`src/rtl/div_pkg.sv`:
```
// div_pkg: opcode encodings and FSM state type shared by the divide unit and its bench.
`timescale 1ns/1ps
package div_pkg;

  localparam int unsigned OPC_W = 4;

  localparam logic [OPC_W-1:0] OP_DIV  = 4'd0;  // signed quotient
  localparam logic [OPC_W-1:0] OP_DIVU = 4'd1;  // unsigned quotient
  localparam logic [OPC_W-1:0] OP_REM  = 4'd2;  // signed remainder
  localparam logic [OPC_W-1:0] OP_REMU = 4'd3;  // unsigned remainder

  typedef enum logic [1:0] {
    IDLE,
    CALC,
    FIX,
    DONE
  } div_state_t;

endpackage

```
`src/rtl/div_step.sv`:
```
// div_step: one combinational restoring-division iteration.
//   rem     - partial remainder (DATA_WIDTH+1 bits)
//   quo     - quotient/dividend shift register
//   divisor - divisor magnitude
//   nextRem / nextQuo - values after one shift-and-trial-subtract step
`timescale 1ns/1ps
module div_step #(
  parameter int unsigned DATA_WIDTH = 32
) (
  input  logic [DATA_WIDTH:0]   rem,
  input  logic [DATA_WIDTH-1:0] quo,
  input  logic [DATA_WIDTH-1:0] divisor,
  output logic [DATA_WIDTH:0]   nextRem,
  output logic [DATA_WIDTH-1:0] nextQuo
);

  logic                borrow;
  logic [DATA_WIDTH:0] trial;

  // Subtract one bit wider than the shifted remainder so the borrow is the top bit.
  always_comb begin
    {borrow, trial} = {rem, quo[DATA_WIDTH-1]} - (DATA_WIDTH+2)'(divisor);
    if (borrow) begin
      nextRem = {rem[DATA_WIDTH-1:0], quo[DATA_WIDTH-1]};
      nextQuo = quo << 1;
    end else begin
      nextRem = trial;
      nextQuo = (quo << 1) | DATA_WIDTH'(1);
    end
  end

endmodule

```
`src/rtl/div_operation.sv`:
```
// div_operation: multi-cycle DIV/DIVU/REM/REMU unit, fixed latency.
//   clk, rst_n          - clock, async active-low reset
//   start, Operation    - request and opcode (sampled in IDLE only)
//   SrcA, SrcB          - dividend, divisor (sampled with start)
//   busy                - iterating; pipeline stalls on it
//   done                - one-cycle pulse when Rd is valid
//   Rd                  - result, held until the next accepted start
`timescale 1ns/1ps
module div_operation
  import div_pkg::*;
#(
  parameter int unsigned DATA_WIDTH    = 32,
  parameter int unsigned OPCODE_LENGTH = 4
) (
  input  logic                     clk,
  input  logic                     rst_n,
  input  logic                     start,
  input  logic [OPCODE_LENGTH-1:0] Operation,
  input  logic [DATA_WIDTH-1:0]    SrcA,
  input  logic [DATA_WIDTH-1:0]    SrcB,
  output logic                     busy,
  output logic                     done,
  output logic [DATA_WIDTH-1:0]    Rd
);

  localparam int unsigned CNT_W = $clog2(DATA_WIDTH + 1);
  localparam logic [DATA_WIDTH-1:0] MOST_NEG = DATA_WIDTH'(1) << (DATA_WIDTH - 1);

  div_state_t               state;
  logic [OPCODE_LENGTH-1:0] opReg;
  logic                     signA;
  logic                     signB;
  logic [DATA_WIDTH-1:0]    divisor;
  logic [DATA_WIDTH:0]      rem;
  logic [DATA_WIDTH-1:0]    quo;
  logic [CNT_W-1:0]         cnt;

  logic [DATA_WIDTH:0]   stepRem;
  logic [DATA_WIDTH-1:0] stepQuo;

  logic                  isDiv, isDivu, isRem, isRemu, isSigned, validOp;
  logic                  negA, negB, divZero, overflow;
  logic [DATA_WIDTH-1:0] magA, magB;
  logic                  fixIsRem;
  logic [DATA_WIDTH-1:0] quoFix, remFix;

  div_step #(.DATA_WIDTH(DATA_WIDTH)) u_step (
    .rem     (rem),
    .quo     (quo),
    .divisor (divisor),
    .nextRem (stepRem),
    .nextQuo (stepQuo)
  );

  // Decode of the incoming request: operand magnitudes and special cases.
  always_comb begin
    isDiv    = (Operation == OPCODE_LENGTH'(OP_DIV));
    isDivu   = (Operation == OPCODE_LENGTH'(OP_DIVU));
    isRem    = (Operation == OPCODE_LENGTH'(OP_REM));
    isRemu   = (Operation == OPCODE_LENGTH'(OP_REMU));
    isSigned = isDiv | isRem;
    validOp  = isDiv | isDivu | isRem | isRemu;
    negA     = isSigned & SrcA[DATA_WIDTH-1];
    negB     = isSigned & SrcB[DATA_WIDTH-1];
    // Negating the most negative value yields its own bit pattern, the correct magnitude.
    magA     = negA ? -SrcA : SrcA;
    magB     = negB ? -SrcB : SrcB;
    divZero  = (SrcB == '0);
    overflow = isSigned && (SrcA == MOST_NEG) && (SrcB == '1);
  end

  // Sign correction and result select for the FIX state.
  always_comb begin
    fixIsRem = (opReg == OPCODE_LENGTH'(OP_REM)) || (opReg == OPCODE_LENGTH'(OP_REMU));
    quoFix   = (signA ^ signB) ? -quo : quo;
    remFix   = signA ? -rem[DATA_WIDTH-1:0] : rem[DATA_WIDTH-1:0];
  end

  // Control FSM with registered busy/done/Rd.
  always_ff @(posedge clk or negedge rst_n) begin
    if (!rst_n) begin
      state   <= IDLE;
      opReg   <= '0;
      signA   <= 1'b0;
      signB   <= 1'b0;
      divisor <= '0;
      rem     <= '0;
      quo     <= '0;
      cnt     <= '0;
      busy    <= 1'b0;
      done    <= 1'b0;
      Rd      <= '0;
    end else begin
      done <= 1'b0;
      case (state)
        IDLE: begin
          if (start) begin
            opReg   <= Operation;
            signA   <= negA;
            signB   <= negB;
            divisor <= magB;
            quo     <= magA;
            rem     <= '0;
            cnt     <= '0;
            if (!validOp) begin
              Rd    <= '0;
              done  <= 1'b1;
              state <= DONE;
            end else if (divZero) begin
              Rd    <= (isRem | isRemu) ? SrcA : '1;
              done  <= 1'b1;
              state <= DONE;
            end else if (overflow) begin
              Rd    <= isDiv ? SrcA : '0;
              done  <= 1'b1;
              state <= DONE;
            end else begin
              busy  <= 1'b1;
              state <= CALC;
            end
          end
        end
        CALC: begin
          rem <= stepRem;
          quo <= stepQuo;
          cnt <= cnt + CNT_W'(1);
          if (cnt == CNT_W'(DATA_WIDTH - 1)) state <= FIX;
        end
        FIX: begin
          Rd    <= fixIsRem ? remFix : quoFix;
          busy  <= 1'b0;
          done  <= 1'b1;
          state <= DONE;
        end
        DONE: state <= IDLE;
        default: state <= IDLE;
      endcase
    end
  end

endmodule

```
`config.mk`:
```
export PLATFORM = sky130hd
export DESIGN_NAME = div_operation
export DESIGN_NICKNAME = d
export VERILOG_FILES = /design/src/rtl/div_pkg.sv /design/src/rtl/div_step.sv /design/src/rtl/div_operation.sv
export SDC_FILE = /design/constraint.sdc
export NUM_CORES = 1
export LEC_CHECK = 0
export BUFFER_PORTS_ARGS = -buffer_cell sky130_fd_sc_hd__buf_4
export CAP_MARGIN = 30
export CORE_ASPECT_RATIO = 1.2
export CORE_MARGIN = 1
export CORE_UTILIZATION = 60
export DETAILED_ROUTE_END_ITERATION = 10
export GPL_ROUTABILITY_DRIVEN = 0
export PLACE_DENSITY = 0.78
export SYNTH_ARGS = -nofsm -noshare
export SYNTH_HDL_FRONTEND = slang
export SYNTH_HIERARCHICAL = 1
export SYNTH_SLANG_ARGS = --single-unit
export TNS_END_PERCENT = 1
```
`constraint.sdc`:
```
create_clock -name clk -period 4.35 [get_ports clk]
set_clock_uncertainty 0.15 [all_clocks]
set_input_delay 0.87 -clock clk [delete_from_list [all_inputs] [get_ports clk]]
set_output_delay 0.87 -clock clk [all_outputs]
set_load 0.03 [all_outputs]
```
=== Word level (Yosys, flattened, before mapping) ===
Cells that the tools add are included.

* Muxes and demuxes: 36
* Reductions and logical operators: 13
* Bitwise operators: 8
* Equality and inequality tests: 17
* $add $sub $neg: 6

{| class="wikitable"
|+ Operator list
! cell !! count
|-
| two-way mux 32 bit || 12
|-
| negator 32 bit || 4
|-
| one-hot mux 32 bit (2 select lines) || 2
|-
| two-way mux 33 bit || 2
|-
| one-hot mux 33 bit (2 select lines) || 1
|-
| == test 32 bit, second input constant || 2
|-
| subtractor 34 x 32 -> 34 bit || 1
|-
| zero test 32 bit || 1
|-
| == test 4 x 2 -> 1 bit, second input constant || 4
|-
| one-hot mux 6 bit (2 select lines) || 1
|-
| two-way mux 2 bit || 5
|-
| inequality test 2 bit, second input constant || 5
|-
| two-way mux 1 bit || 9
|-
| one-hot mux 2 bit (4 select lines) || 1
|-
| adder 6 x 1 -> 6 bit, second input constant || 1
|-
| == test 6 x 5 -> 1 bit, second input constant || 1
|-
| two-way mux 6 bit || 1
|-
| AND reduction 2 bit || 3
|-
| bitwise OR 1 bit || 5
|-
| AND reduction 5 bit || 1
|-
| == test 2 bit, second input constant || 2
|-
| == test 4 x 1 -> 1 bit, second input constant || 1
|-
| zero test 4 bit || 1
|-
| inequality test 4 bit, second input constant || 1
|-
| other kinds (9) || 13
|}

* Output and inout port bits: 34
* Bits in registers: 145

=== Depth between registers and ports, before layout ===
* Depth in word-level cells: 9
* Mapped depth: 14
* Mapped depth without buffers: 13

=== By module ===
The synthesis kept the hierarchy.

{| class="wikitable"
|+ Modules (own cells, without submodules)
! module !! area an instance (um2) !! instances !! cells an instance !! sequential area each (um2)
|-
| div_operation || 9346.5 || 1 || 1109 || 3603.5
|-
| div_step || 2527.4 || 1 || 339 || 0.0
|}

=== Worst setup path before layout ===
No wires, ideal clock.

* Path kind: in2reg
* From: input SrcB[0]
* To: register Rd[16]
* Data arrival time: 2.915 ns
* Path buffers: 3
* Data required time: 4.066 ns
* Setup time: 0.134 ns
* Stages: 11
* Path slack: 1.151 ns
* Path through: inv_1 -> ha_1 -> or4b_1 -> or3_1 -> buf_2 -> nor4_4 -> and2_1 -> o31a_1 -> buf_4 -> buf_2 -> a31oi_1

* Cells in the longest elaborated chain, start to end: 5
* Elaborated cells on any way between the ends: 9
* Those cells by class: eq/ne (2); mux (4); reduce/logical (3)

{| class="wikitable"
|+ Ends and longest elaborated chain
! item !! RTL line !! source
|-
| from (decl) || div_operation.sv:20 || <nowiki>input logic [DATA_WIDTH-1:0] SrcB,</nowiki>
|-
| zero test 32 bit || div_operation.sv:68 || <nowiki>divZero = (SrcB == '0);</nowiki>
|-
| two-way mux 32 bit || div_operation.sv:109 || <nowiki>end else if (divZero) begin</nowiki>
|-
| two-way mux 32 bit || div_operation.sv:105 || <nowiki>if (!validOp) begin</nowiki>
|-
| two-way mux 32 bit || div_operation.sv:97 || <nowiki>if (start) begin</nowiki>
|-
| one-hot mux 32 bit (2 select lines) || div_operation.sv:95 || <nowiki>case (state)</nowiki>
|-
| to (signal assigned) || div_operation.sv:110 || <nowiki>Rd <= (isRem | isRemu) ? SrcA : '1;</nowiki>
|-
| to (signal assigned) || div_operation.sv:114 || <nowiki>Rd <= isDiv ? SrcA : '0;</nowiki>
|-
| to (signal assigned) || div_operation.sv:130 || <nowiki>Rd <= fixIsRem ? remFix : quoFix;</nowiki>
|-
| to (decl) || div_operation.sv:23 || <nowiki>output logic [DATA_WIDTH-1:0] Rd</nowiki>
|}

Parallel ways exist; a longest one is shown, timed or not. The select of a mux whose other input is x is not followed.
A chain may end at the register's enable or synchronous reset.

=== Worst setup path after layout ===
* From: register rem[8]
* To: register rem[20]

* Cells in the longest elaborated chain, start to end: 3

{| class="wikitable"
|+ Ends and longest elaborated chain
! item !! RTL line !! source
|-
| from (decl) || div_operation.sv:34 || <nowiki>logic [DATA_WIDTH:0] rem;</nowiki>
|-
| from (signal assigned) || div_operation.sv:124 || <nowiki>rem <= stepRem;</nowiki>
|-
| subtractor 34 x 32 -> 34 bit || div_step.sv:22 || <nowiki>{borrow, trial} = {rem, quo[DATA_WIDTH-1]} - (DATA_WIDTH+2)'(divisor);</nowiki>
|-
| two-way mux 33 bit || div_step.sv:23 || <nowiki>if (borrow) begin</nowiki>
|-
| via stepRem[20] || div_operation.sv:38 || <nowiki>logic [DATA_WIDTH:0] stepRem;</nowiki>
|-
| one-hot mux 33 bit (2 select lines) || div_operation.sv:95 ||
|}

The timed path passes the listed nets, and every way through them passes these cells.

==> metrics.txt <==
htree depth 4; IO buf count 104; slowest stage delay, CP 500 ps; Overall Power 10.8 mW; count of nets after finishing ~1,600; ranking of synthesized cells by area dfrtp_1, xnor2_1, o21ai_0; clk_lat worst skew around 440 ps; maximum vdd drop approximately 0.37 mV; Mean Syn Cell Area 8.20 µm²; GRT Total Usage around 37%; share of cells above drive strength 1 14.9%; Max-Cap Viols 0; leakage around 5.7 nW; DRC violations left 0; largest net degree at the start of global routing between 80 and 90; vias in the first global route 10,800; antenna violations before repair 0; area of placed instances 12,600 µm²; area occupied by multi-input gates 7430 µm²; Bufs and invs on worst path 1; Post-Syn Area roughly 12,000 µm²; final worst-path cycle share 87.5%; commonest non-fill, non-tap cells in the layout nand2_1, dfrtp_1, o21ai_0; DIE AREA 20,400 µm²; Final HPWL DP roughly 26,000 µm; Starting DRT DRC Count about 1,100; Min Hold Slack approximately 240 ps; Crit Path Class register to register; Avg WL per Cell 20.7 µm; ANT nets after route 0; minimum clock period after layout 3810 ps; Mapped Cells about 1,400; RSZ-0062 raised after global routing no; clk sink count 144; sequential element share of the synthesized area 30.3%; CTS tree done; Synth top area share 30.3%; Synthesis Warnings 6; diode count 0; post-CTS setup buffer count 0; achievable clock frequency 263 MHz; max_slew headroom 40.8%; Clock Path Buffers 2; EDFF count, synth 0; First-pass DRT Iterations 7; Die X ~130 µm; cells along the critical path ha_1 -> nand3_1 -> nor2_1 -> o21a_1 -> o21ai_1 -> a21bo_2 -> a221o_2 -> nor2_8 -> buf_12 -> mux2_4 -> a22o_1; final setup violation count 0; Worst-path clk slew 60 ps; number of buffers inserted by hold repair at cts 0; CTS buffer count 17; Die Span Y 156 µm; DP Cell Count between 1,500 and 2,000; I/O Pins between 100 and 150; CTS root buffer clkbuf_16; CP Launch Type register; pwr dens 821 nW/µm²; Syn Nets 1,561; Core ar. 19,500 µm²; via/cell ratio 6.45; Slew Limit Fails 0; final hold violations 0; fillers 1,626; post-route cell area 13,200 µm²; Post-CTS Resized 0; commonest non-fill, non-tap cell in the layout nand2_1; routed via count 11,400; critical-path maximum fanout 29; Slowest-stage cell, CP dfrtp_1; area grow syn2layout 11.3%; fin cells 1,759; Worst setup EP type register; ys async rst share 100%; global-route wire length before repair between 50,000 and 60,000 µm; Least-Margin Pin Slew 881 ps; Synth cell types 86; num rows 56; Crit path max-delay family compound AO/OA/AOI/OAI gates; worst hold path type input pin to async pin; Initial Util approximately three fifths; Fin Setup TNS 0 ps; number of synthesized register bits 144; Top FF cell, synth dfrtp_1; Required @ worst endpoint 4510 ps; Critical Path AT 3970 ps; drt total wl 36,300 µm; register area 3600 µm²; GR Overflow Total 0; status completed; largest area contributor in the netlist dfrtp_1
sequential cells by signal, indices dropped and copies added (netlist names):
register  cells
cnt           6
opReg         3
done          1
Rd           32
state         2
busy          1
signB         1
rem          33
signA         1
divisor      32
quo          32
area by class of cell:
cell class / count / area share [%]
inverter: 57 / 1.62
timing repair buffer: 129 / 7.74
clock buffer: 17 / 3.22
multi-input combinational: 1136 / 56.3
clock inverter: 15 / 1.41
tap: 261 / 2.47
sequential: 144 / 27.3
final timing paths:
path,from,endpoint,depth (start not counted),slack [ps]
worst max-delay path,rem[8],rem[20],11,540
worst min-delay path,rst_n,quo[20],1,240
worst max register to register,rem[8],rem[20],11,540
worst min register to register,divisor[13],divisor[13],2,330
max in group asynchronous,rst_n,rem[15],2,2960
min in group clk,divisor[13],divisor[13],2,330
cell families after synthesis:
group / after synthesis / synth area share (%)
adder cells (fa/ha/maj): 42 / 4.49
XOR/XNOR: 146 / 10.8
flip-flops: 144 / 30.3
AO/OA/AOI/OAI: 460 / 24.3
buffers and inverters: 168 / 7.14
multiplexers: 33 / 3.71
AND/OR/NAND/NOR: 455 / 19.1
metal layers:
| layer | vias up | GRT usage [%] | wire length, µm |
|---|---|---|---|
| li1 | 5288 | - | - |
| met1 | 5278 | 42.5 | 13700 |
| met2 | 615 | 58.9 | 16300 |
| met3 | 173 | 8.95 | 3030 |
| met4 | 0 | 29.3 | 3270 |
| met5 | - | 0 | 0 |
per-stage QoR:
stage	setup WS (ps)	utilization (%)
global placement	582	64.6
global route	517	67.8
detailed placement	510	64.6
finish	545	67.8
floorplan	1150	-
CTS	656	67.8
where the power goes:
| part | internal (mW) | switching (mW) |
|---|---|---|
| registers | 1.94 | 0.681 |
| clock network | 0.909 | 0.632 |
| logic | 2.62 | 4.07 |
cell usage after synthesis (5+ instances only):
| cell | instances |
|---|---|
| a21o_1 | 9 |
| a21oi_1 | 124 |
| a221oi_1 | 6 |
| a22o_1 | 32 |
| a22oi_1 | 11 |
| a31oi_1 | 32 |
| and2_1 | 9 |
| and3_1 | 5 |
| buf_1 | 5 |
| buf_2 | 9 |
| buf_4 | 35 |
| clkbuf_1 | 54 |
| dfrtp_1 | 144 |
| ha_1 | 41 |
| inv_1 | 57 |
| mux2_2 | 7 |
| mux2_4 | 20 |
| mux2i_1 | 5 |
| nand2_1 | 160 |
| nand2b_1 | 6 |
| nand3_1 | 16 |
| nand4_1 | 19 |
| nor2_1 | 122 |
| nor2b_1 | 6 |
| nor3_1 | 24 |
| nor4_1 | 21 |
| o211ai_1 | 12 |
| o21a_1 | 9 |
| o21ai_0 | 125 |
| o21ai_1 | 15 |
| o22ai_1 | 10 |
| o31ai_1 | 21 |
| o41ai_1 | 17 |
| or3_1 | 16 |
| or4_1 | 19 |
| xnor2_1 | 81 |
| xor2_1 | 64 |
Note: power is estimated with default switching activity, not from simulation.
